$ cat config.mk
export PLATFORM = sky130hd
export DESIGN_NAME = shift_seq
export DESIGN_NICKNAME = d
export VERILOG_FILES = /design/src/rtl/shift_seq.sv
export SDC_FILE = /design/constraint.sdc
export NUM_CORES = 1
export LEC_CHECK = 0
export CAP_MARGIN = 20
export CORE_MARGIN = 5
export CORE_UTILIZATION = 40
export CTS_CLUSTER_SIZE = 8
export DETAILED_ROUTE_END_ITERATION = 10
export DONT_BUFFER_PORTS = 1
export PLACE_DENSITY = 0.51
export REMOVE_ABC_BUFFERS = 1
export SYNTH_ARGS = -nofsm -noshare
export SYNTH_HDL_FRONTEND = slang
export SYNTH_SLANG_ARGS = --single-unit
export TNS_END_PERCENT = 1
$ cat constraint.sdc
create_clock -name clk -period 3.78 [get_ports clk]
set_input_delay 0 -clock clk [delete_from_list [all_inputs] [get_ports clk]]
set_output_delay 0 -clock clk [all_outputs]
set_load 0.005 [all_outputs]
$ cat src/rtl/shift_seq.sv
// Multi-bit logical shifter that iterates an external 1-bit registered shift unit.
// Accepts one command at a time, issues one shift per ISSUE/WAIT pair, then holds the result.
module shift_seq #(
  parameter int WIDTH = 16,
  parameter int AMT_W = 5
) (
  input  logic             clk,
  input  logic             rst,
  input  logic             req_valid,
  output logic             req_ready,
  input  logic             req_dir,
  input  logic [WIDTH-1:0] req_data,
  input  logic [AMT_W-1:0] req_amt,
  output logic             resp_valid,
  input  logic             resp_ready,
  output logic [WIDTH-1:0] resp_data,
  output logic             resp_err,
  output logic             su_en,
  output logic [3:0]       su_fun,
  output logic [WIDTH-1:0] su_a,
  input  logic [WIDTH-1:0] su_result,
  input  logic             su_flag
);

  typedef enum logic [1:0] {IDLE, ISSUE, WAIT, DONE} state_t;

  state_t           r_state, w_next;
  logic [WIDTH-1:0] r_work;
  logic [AMT_W-1:0] r_cnt;
  logic             r_dir, r_err;
  logic             w_zero, w_sat, w_last;

  assign w_zero = (req_amt == '0);
  assign w_sat  = (32'(req_amt) >= 32'(WIDTH));
  assign w_last = (r_cnt == AMT_W'(1));

  always_ff @(posedge clk or negedge rst) begin
    if (!rst) r_state <= IDLE;
    else      r_state <= w_next;
  end

  always_comb begin
    w_next     = r_state;
    req_ready  = 1'b0;
    resp_valid = 1'b0;
    su_en      = 1'b0;
    su_fun     = 4'b0000;
    su_a       = '0;
    case (r_state)
      IDLE: begin
        req_ready = 1'b1;
        if (req_valid) w_next = (w_zero || w_sat) ? DONE : ISSUE;
      end
      ISSUE: begin
        su_en  = 1'b1;
        su_a   = r_work;
        su_fun = r_dir ? 4'b1101 : 4'b1100;
        w_next = WAIT;
      end
      WAIT:    w_next = (!su_flag || w_last) ? DONE : ISSUE;
      DONE: begin
        resp_valid = 1'b1;
        if (resp_ready) w_next = IDLE;
      end
      default: w_next = IDLE;
    endcase
  end

  // Response registers only change on entry to DONE, so they hold through the stall.
  always_ff @(posedge clk or negedge rst) begin
    if (!rst) begin
      r_work    <= '0;
      r_cnt     <= '0;
      r_dir     <= 1'b0;
      r_err     <= 1'b0;
      resp_data <= '0;
      resp_err  <= 1'b0;
    end else begin
      case (r_state)
        IDLE: if (req_valid) begin
          r_work <= req_data;
          r_dir  <= req_dir;
          r_cnt  <= req_amt;
          r_err  <= 1'b0;
          if (w_zero) begin
            resp_data <= req_data;
            resp_err  <= 1'b0;
          end else if (w_sat) begin
            resp_data <= '0;
            resp_err  <= 1'b0;
          end
        end
        WAIT: if (su_flag) begin
          r_work <= su_result;
          r_cnt  <= r_cnt - AMT_W'(1);
          if (w_last) begin
            resp_data <= su_result;
            resp_err  <= r_err;
          end
        end else begin
          // Shift unit reported a no-op: stop early with the last good value.
          r_err     <= 1'b1;
          resp_data <= r_work;
          resp_err  <= 1'b1;
        end
        default: ;
      endcase
    end
  end

endmodule

# Word-level counts from Yosys, hierarchy flattened
# Index checks and enable logic that the tools add are counted.
# word_totals
register_bits	42
inputBits	43
output_inout_bits	40
wordCells	62
# op_classes
n_addsub	1
magnitude_cmp	1
eq_ne	10
n_mux	32
n_reduce_logical	11
# ops
cell	n
16-bit 2-to-1 mux	8
16-bit one-hot mux with 2 select lines	2
1-bit 2-to-1 mux	11
5-bit 2-to-1 mux	2
5-bit one-hot mux with 2 select lines	1
2-bit 2-to-1 mux	4
2-bit inequality test (second input constant)	4
2-bit one-hot mux with 4 select lines	1
3-bit inequality test (second input constant)	2
3-bit AND reduction	2
5-bit by 1-bit == test with 1-bit output (second input constant)	1
5-bit greater-or-equal comparator (second input constant)	1
5-bit logical NOT	1
5-bit by 1-bit subtractor with 5-bit output (second input constant)	1
2-bit == test (second input constant)	2
4-bit 2-to-1 mux	1
1-bit one-hot mux with 2 select lines	2
2-bit AND reduction	2
4-bit AND reduction	1
2-bit by 1-bit == test with 1-bit output (second input constant)	1
2-bit logical NOT	1
1-bit logical OR	2
2-bit nonzero test	1
1-bit logical NOT	1

# Depth between registers and ports, before layout
# Gate-level depths: netlist of run 1.
# logic_depth
depth_word	5
depth_mapped	8
depth_no_buf	6

# Worst setup path before layout of run 1
# OpenSTA, ideal clock, no wires.
# synth_timing
kind	reg-to-reg
start	reg r_cnt[1]
end	reg resp_data[0]
setup_time_ns	0.125
t_arrival_ns	1.683
t_required_ns	3.655
path_slack_ns	1.972
path_stages_with_launch	9
path_buffers	2
synth_period_minus_slack_ns	1.808
path_cell_list	dfrtp_1 -> inv_1 -> ha_1 -> nor4b_2 -> o22ai_1 -> or3_1 -> buf_6 -> buf_12 -> mux2_4
# synth_between
elab_chain_cells	3
# synth_rtl
element	line	source
start, declared	29	logic [AMT_W-1:0] r_cnt;
start signal, assigned	83	r_cnt <= req_amt;
start signal, assigned	95	r_cnt <= r_cnt - AMT_W'(1);
5-bit by 1-bit == test with 1-bit output	35	assign w_last = (r_cnt == AMT_W'(1));
3-bit inequality test (no source line)	n/a	
4-bit AND reduction (no source line)	n/a	
end signal, assigned	86	resp_data <= req_data;
end signal, assigned	97	resp_data <= su_result;
end signal, assigned	103	resp_data <= r_work;
end, declared	16	output logic [WIDTH-1:0] resp_data,
# No other way between the ends.
# A chain may end at the register's enable or synchronous reset.

# Worst setup path in the final report of run 1
# layout_timing
start	reg r_state[1]
end	reg r_work[5]
# layout_between
elab_chain_cells	3
elab_cells_between_ends	7
cone_classes	eq/ne: 3; mux: 1; reduce/logical: 3
# layout_rtl
element	line	source
start, declared	27	state_t r_state, w_next;
start signal, assigned	39	else r_state <= w_next;
2-bit == test / 2-bit logical NOT (equally long branches)	79	case (r_state)
2-bit inequality test (no source line) / 2-bit nonzero test (equally long branches)	n/a	
3-bit AND reduction (no source line)	n/a	
end signal, assigned	81	r_work <= req_data;
end signal, assigned	94	r_work <= su_result;
end, declared	28	logic [WIDTH-1:0] r_work;
# Parallel ways exist; a longest one is shown, timed or not.

==> impl_metrics.ini, run 1 <==
[sta]
tns_ns = 0
fin_ws_ns = 1.19
period_needed_ns = 2.59
holdWs_ns = 0.0122
skew_ns = 0.00988
max_clock_freq_ghz = 0.387
rsz0062_at_grt = no
hold_viol = 0
slew_violations = 0
slew_headroom = 0.321
setup_viol = 0
tightest_slew_ns = 1.02
period_share = 0.684

[clocking]
clock_latency_ns = 0.29
cts_buffers = 5
path_clk_slew_ns = 0.08
post-cts-setup-buffer-count = 0
clockBufferDepth = 2
cts_resized = 0
cts_tree = done
cts_sinks = 42
cts_max_level = 2
cts_root_buffer = clkbuf_8

[drt]
ant_nets = 0
drc_errors = 0
wl_per_cell_um = 17.9
drt_iter0_markers = 60
via_per_inst = 5.44
drt_pass1_iterations = 4
routed_wl_mm = 6.39
num_vias = 1935

[logic_synthesis]
post-synth-top-area-cell = dfrtp_1
synthDominantCellAreaShare = 0.432
ys_seq_elements = 42
async_reset_ff_frac = 1.00
synth_area_leaders = dfrtp_1 43%, mux2i_1 7.0%, nand2_1 6.8%
avgSynthCellArea_um2 = 9.51
ys_seq_area_frac = 0.432
synth_ff_type = dfrtp_1
ys_types = 32
ys.warnings.count = 0
syn_inst = 256
synth_edf_count = 0
syn_area_um2 = 2430

[setup_path]
path_class = reg2reg
reg2reg_depth = 6
cp_slowest_cell = a21o_1
r2r_setup_slack_ns = 1.19
crit_chain = nand2b_1, a21o_1, buf_4, a21oi_1, dlygate4sd3_1, a21o_1
startpoint = r_state[1]
endpoint_kind = flop
crit_required_ns = 3.97
crit_fanout = 23
setup.worst_path.start_class = flop
rr_endpoint = r_work[5]
cp_common_cell = a21o_1
r2r-start = r_state[1]
max_stage_delay_ns = 0.61
cp.arrival_ns = 2.77

[floorplanning]
dieArea_um2 = 7740
initial_utilization = 0.411
core_um2 = 5920
die_w_um = 88
rows = 28
io_pins = 83
die_h_um = 88

[hold_path]
holdPathEnd = r_work[1]
hold_path_class = in2reg
min_from = req_data[1]
holdPathStages = 3

[power_and_ir_drop]
p_leak_nw = 1.46
p_total_mw = 2.06
max-vdd-ir-drop_mv = 0.286
powerDensity_nw_per_um2 = 705

[placement]
numPortBuffers = 0
dp_hpwl_mm = 3.87
dpl_cell_area_um2 = 2400
dp_slack_ns = 1.51
placed_cells = 308
routabilityCongestion = 0.741

[global_route]
overflow = 0
antenna_found_initial = 0
grt_max_degree = 45
grt_pass1_vias = 1936
grt_pass1_wl_mm = 9.92
grtUsageTotal = 0.170

[finish]
finalNonFillerCells = 356
diodes = 0
fin_nets = 325
final_util = 0.493
design_area_um2 = 2920
drive_above_1_share = 0.114
fillers = 595
area_growth_pct = 19.9
ff_latch_area_um2 = 1050
multiInputGateArea_um2 = 1240
final_cell_mix = 44 x nand2_1, 42 x dfrtp_1, 39 x dlygate4sd3_1
final_common_cell = nand2_1

[run]
maxCapViolations = 0

[outcome]
status = finished clean
==> layout make-up <==
type                            count  share of cell area
Clock buffer                        6              0.0283
Clock inverter                      2             0.00429
Inverter                            3             0.00386
Multi-Input combinational cell    187               0.425
Sequential cell                    42               0.360
Tap cell                           75              0.0322
Timing Repair Buffer               41               0.146
==> report_power, final <==
part	internal [mW]	switching [mW]
registers	0.635	0.171
clock network	0.147	0.161
logic	0.452	0.492
total	1.23	0.824
==> Yosys cell counts (3+ instances only) <==
cell type,instances
a21oi_1,20
inv_1,3
mux2_2,8
nand2_1,44
a21o_1,17
mux2_4,9
o21ai_0,6
dfrtp_1,42
buf_4,3
clkbuf_1,9
and2_1,18
o22ai_1,17
buf_2,10
mux2i_1,17
nor2_1,10
nand2b_1,3
==> per-layer routing <==
metal  part of all wire  up-vias  GRT usage
met5                  0        -          0
li1                   -      929          -
met1               0.44      933      0.209
met4             0.0080        0     0.0432
met3              0.092        4     0.0696
met2               0.46       69      0.277
==> worst max path at each step <==
stage / end / cells past startpoint
2_1_floorplan: resp_data[0] / 6
6_report: r_work[5] / 6
4_1_cts: r_work[5] / 6
5_1_grt: r_work[5] / 6
3_5_place_dp: resp_data[10] / 5
3_3_place_gp: resp_data[8] / 5
==> flip-flops by register name, indices dropped and copies added (netlist names) <==
register / flops
r_state: 2
resp_err: 1
r_err: 1
r_dir: 1
r_work: 16
r_cnt: 5
resp_data: 16
==> cell families (layout without fill, tap and decap cells) <==
group                    after synthesis  in the layout  share of synthesized area
AND/OR/NAND/NOR                       85             85                      0.169
AO/OA/AOI/OAI                         65             65                      0.164
flip-flops                            42             42                      0.432
multiplexers                          34             34                      0.162
buffers and inverters                 27             52                     0.0612
adder cells (fa/ha/maj)                2              2                     0.0103
other                                  1              1                    0.00154
==> worst max-delay path, delay by kind of cell (launching register included) <==
family | cells | cell delay [ns]
buffers and inverters | 2 | 0.93
AO/OA/AOI/OAI | 3 | 0.83
flip-flops | 1 | 0.57
AND/OR/NAND/NOR | 1 | 0.16
==> timing repair <==
item | 4_1_cts | 5_1_grt
hold buffers | 40 | 0
setup endpoints to repair | 0 | 0
endpoints found under the hold margin | 67 | 0
Power figures use the tool's default switching activity.
==> run 2, diff against run 1 <==
- ABC_AREA: unset -> 1
- PLACE_DENSITY: 0.51 -> 0.53
- clock period: 3.78 -> 2.2 ns (I/O delays scaled with it)
==> run 2 against run 1 <==
Against the previous run:
- clock power grew 64%
- largest cell class unchanged
- largest power group unchanged
- critical endpoint is now r_work[0]
- sequential share of layout area shrank 0.76 points
- hold slack lost 0.0062 ns
- setup slack lost 1.0 ns
- synthesized cell count grew 40%
- sequential cell count is the same
- clock skew is essentially flat
- total power grew 79%
==> impl_metrics.ini, run 2 <==
[outcome]
status = finished clean

[drt]
wl_per_cell_um = 15.3
drt_pass1_iterations = 5
ant_nets = 0
drt_iter0_markers = 107
routed_wl_mm = 7.08
via_per_inst = 5.08
num_vias = 2346
drc_errors = 0

[sta]
hold_viol = 0
tns_ns = 0
slew_violations = 0
rsz0062_at_grt = no
period_share = 0.915
fin_ws_ns = 0.186
max_clock_freq_ghz = 0.497
holdWs_ns = 0.00597
setup_viol = 0
period_needed_ns = 2.01
slew_headroom = 0.512
skew_ns = 0.0103
tightest_slew_ns = 0.730

[setup_path]
path_class = reg2reg
r2r_setup_slack_ns = 0.19
rr_endpoint = r_work[0]
cp.arrival_ns = 2.18
endpoint_kind = flop
setup.worst_path.start_class = flop
crit_fanout = 25
reg2reg_depth = 8
crit_required_ns = 2.37
r2r-start = r_state[0]

[clocking]
cts_tree = done
cts_buffers = 5
clock_latency_ns = 0.30
path_clk_slew_ns = 0.09
clockBufferDepth = 2
cts_max_level = 2
cts_root_buffer = clkbuf_8
cts_sinks = 42
post-cts-setup-buffer-count = 0

[logic_synthesis]
syn_inst = 359
ys_types = 25
post-synth-top-area-cell = dfrtp_1
async_reset_ff_frac = 1.00
ys_seq_area_frac = 0.422
synthTopCellsByCount = 127 x nand2_1, 45 x inv_1, 42 x dfrtp_1
synth_ff_type = dfrtp_1
syn_area_um2 = 2490
synth_most_common_cell = nand2_1
synthDominantCellAreaShare = 0.422
ys.warnings.count = 0
avgSynthCellArea_um2 = 6.94
ys_seq_elements = 42
synth_edf_count = 0
synth_area_leaders = dfrtp_1 42%, nand2_1 19%, o21ai_0 8.0%

[hold_path]
min_from = su_result[3]
holdPathStages = 4
holdPathEnd = r_work[3]
hold_path_class = in2reg

[floorplanning]
core_um2 = 5990
io_pins = 83
dieArea_um2 = 7910
die_w_um = 88.9
initial_utilization = 0.416
rows = 28
die_h_um = 88.9

[global_route]
grtUsageTotal = 0.187
grt_pass1_vias = 2289
antenna_found_initial = 0
grt_max_degree = 43
overflow = 0
grt_pass1_wl_mm = 11.4

[finish]
final_util = 0.497
final_cell_mix = 127 x nand2_1, 45 x inv_1, 42 x dfrtp_1
final_common_cell = nand2_1
diodes = 0
area_growth_pct = 19.6
finalNonFillerCells = 462
fillers = 620
design_area_um2 = 2980
reg_top3 = r_work x16, resp_data x16, r_cnt x5
drive_above_1_share = 0.0698
fin_nets = 431

[power_and_ir_drop]
p_leak_nw = 1.52
max-vdd-ir-drop_mv = 0.653
p_total_mw = 3.67
powerDensity_nw_per_um2 = 1230

[run]
maxCapViolations = 0

[placement]
dp_hpwl_mm = 4.71
dpl_cell_area_um2 = 2530
placed_cells = 419
numPortBuffers = 0
routabilityCongestion = 0.830
dp_slack_ns = 0.519
==> run 2: cell count changes in the layout (fill, tap and decap cells not counted), sizes merged, moves of 6 or more <==
cell	before	now
and2	18	0
inv	3	48
nor2	10	28
a21o	17	0
nand3	1	7
o22ai	17	1
o211ai	0	17
o21ai	8	54
nand2	44	129
mux2i	17	0
mux2	17	0
a21oi	20	4
==> run 2: layout make-up <==
type	count	area, um2	share of cell area
multi-input combinational	248	1140	0.384
sequential	42	1050	0.353
timing repair buffer	41	425	0.143
inverter	48	180	0.0605
tap	75	93.8	0.0315
clock buffer	6	72.6	0.0243
clock inverter	2	13.8	0.00462
==> run 2: report_power, final <==
part | internal (mW) | leakage [nW] | switching (mW) | total [mW]
logic | 0.646 | 0.937 | 1.14 | 1.79
registers | 1.12 | 0.535 | 0.260 | 1.38
clock network | 0.224 | 0.0452 | 0.281 | 0.505
total | 1.99 | 1.52 | 1.68 | 3.67
==> run 2: routing by layer <==
| metal | vias up | routed length [um] | track usage |
|---|---|---|---|
| met5 | - | 0 | 0 |
| met4 | 0 | 55 | 0.0365 |
| met3 | 5 | 381 | 0.0323 |
| met2 | 58 | 3410 | 0.323 |
| met1 | 1109 | 3240 | 0.250 |
| li1 | 1174 | - | - |
==> run 2: how the worst max path moves through the flow <==
stage | start | end | slack [ns] | cells past startpoint
3_5_place_dp | r_cnt[1] | resp_data[14] | 0.52 | 9
2_1_floorplan | r_state[1] | r_cnt[2] | 0.73 | 6
3_3_place_gp | r_cnt[1] | resp_data[14] | 0.52 | 9
4_1_cts | r_state[0] | r_work[0] | 0.21 | 8
6_report | r_state[0] | r_work[0] | 0.19 | 8
5_1_grt | r_state[0] | r_work[8] | 0.03 | 8
==> run 2: worst max-delay path, cell delays in order (launching register included) <==
cell and delay, ns:
dfrtp_1 0.48, inv_2 0.12, nand2_2 0.19, buf_12 0.24, nand2_1 0.08, o21ai_0 0.08, dlygate4sd3_1 0.56, nand2_1 0.06
o21ai_0 0.08
==> run 2: cells by family after synthesis <==
family	after synthesis	synth area share
adders and majority gates	2	0.0100
other	1	0.00150
DFF	42	0.422
buffers and inverters	69	0.119
AOI/OAI and AO/OA	77	0.178
and+or+nand+nor	168	0.270
==> run 2: repair_timing <==
| action | CTS | global route |
|---|---|---|
| endpoints found under the hold margin | 82 | 0 |
| hold buffers | 35 | 0 |
| gates resized for setup | 0 | 0 |
==> run 3, diff against run 2 <==
==> constraint.sdc (replaced) <==
create_clock -name clk -period 2.2 [get_ports clk]
set_input_delay 0.44 -clock clk [delete_from_list [all_inputs] [get_ports clk]]
set_output_delay 0.44 -clock clk [all_outputs]
set_load 0.005 [all_outputs]
==> run 3 against run 2 <==
Against the previous run:
- clock skew up 0.0020 ns
- first-iteration DRC count down 21%
- critical endpoint is now su_a[5]
- total power up 0.27%
- critical path type is now reg2out
==> impl_metrics.ini, run 3 (synthesized netlist as in run 2, its figures left out) <==
[outcome]
status = finished clean

[drt]
drc_errors = 0
routed_wl_mm = 6.82
via_per_inst = 5.08
ant_nets = 0
wl_per_cell_um = 15.9
drt_iter0_markers = 84
drt_pass1_iterations = 4
num_vias = 2185

[sta]
hold_viol = 0
max_clock_freq_ghz = 0.531
rsz0062_at_grt = no
slew_violations = 0
holdWs_ns = 0.323
skew_ns = 0.0123
fin_ws_ns = 0.318
setup_viol = 0
tns_ns = 0
period_needed_ns = 1.88
period_share = 0.855

[floorplanning]
core_um2 = 5990
die_h_um = 88.9
rows = 28
initial_utilization = 0.416
dieArea_um2 = 7910
die_w_um = 88.9
io_pins = 83

[power_and_ir_drop]
p_leak_nw = 1.39
powerDensity_nw_per_um2 = 1380
max-vdd-ir-drop_mv = 0.692

[clocking]
cts_root_buffer = clkbuf_8
cts_max_level = 2
clock_latency_ns = 0.30
cts_tree = done
path_clk_slew_ns = 0.07
cts_buffers = 5
post-cts-setup-buffer-count = 0
clockBufferDepth = 2
cts_sinks = 42

[setup_path]
max_stage_delay_ns = 0.49
cp_slowest_cell = dfrtp_1
crit_chain = inv_2, nor2_1, inv_2, nor2_1
rr_endpoint = r_cnt[1]
r2r-start = r_state[1]
endpoint_kind = output port
setup.worst_path.start_class = flop
crit_required_ns = 1.76
critPathBufInv = 2
startpoint = r_state[0]
crit_fanout = 17
crit_family = flip-flops
cp.arrival_ns = 1.44
path_class = reg2out
r2r_setup_slack_ns = 0.55
reg2reg_depth = 6

[placement]
dp_hpwl_mm = 4.73
dp_slack_ns = 0.524
routabilityCongestion = 0.797
numPortBuffers = 0
placed_cells = 420

[finish]
drive_above_1_share = 0.0761
final_common_cell = nand2_1
reg_top3 = r_work x16, resp_data x16, r_cnt x5
area_growth_pct = 7.43
fin_nets = 399
diodes = 0
final_cell_mix = 127 x nand2_1, 45 x inv_1, 42 x dfrtp_1
finalNonFillerCells = 430

[global_route]
grt_pass1_wl_mm = 10.8
grtUsageTotal = 0.179
overflow = 0
grt_pass1_vias = 2130
antenna_found_initial = 0
grt_max_degree = 43

[hold_path]
min_from = req_dir
hold_path_class = in2reg
holdPathStages = 2
holdPathEnd = r_dir

[run]
maxCapViolations = 0
==> run 3: cell types whose count changed in the layout (fill, tap and decap cells not counted), sizes merged <==
cell and delta:
dlygate4sd3 -33, bufinv +1, clkbuf +1, buf +1, clkinv -2
==> run 3: routing by layer <==
layer | track usage | up-vias | routed length, um
li1 | - | 1107 | -
met1 | 0.239 | 1010 | 3150
met2 | 0.294 | 64 | 3200
met3 | 0.0452 | 4 | 432
met4 | 0.0433 | 0 | 38
met5 | 0 | - | 0
==> run 3: power by group <==
part | internal (mW) | switching (mW) | total [mW] | leakage, nW
clock | 0.340 | 0.277 | 0.617 | 0.0524
sequential | 1.12 | 0.254 | 1.37 | 0.535
combinational | 0.564 | 1.13 | 1.69 | 0.801
total | 2.02 | 1.66 | 3.68 | 1.39
==> run 3: final cells by class <==
type	count	area, um2
fill	649	3310
tap	75	93.8
sequential	42	1050
multi-input combinational	248	1140
clock inverter	1	30.0
inverter	48	180
clock buffer	7	76.3
timing repair buffer	9	103
==> run 3: worst max path at each step <==
| stage | cells past startpoint | end |
|---|---|---|
| finish | 4 | su_a[5] |
| global placement | 9 | resp_data[0] |
| global route | 4 | su_a[5] |
| CTS | 4 | su_a[5] |
| floorplan | 4 | su_a[0] |
| detailed placement | 9 | resp_data[14] |
==> run 3: worst reg2reg max path: cells and delay by family (launching register included) <==
family                 cells  cell delay [ns]
DFF                        1             0.47
buffers and inverters      1             0.25
AOI/OAI and AO/OA          2             0.18
and+or+nand+nor            3             0.68
==> run 3: repair_timing <==
item / 4_1_cts / 5_1_grt
gates resized for setup: 0 / 0
hold endpoints to repair: 42 / 0
hold buffers: 2 / 0
==> run 3: stage by stage <==
step,utilization,power [mW],instance area (um2)
detailed placement,0.423,3.09,2530
CTS,0.447,3.75,2680
floorplan,-,2.52,2370
finish,0.447,3.68,2680
global route,0.447,4.06,2680
global placement,0.423,3.07,2530
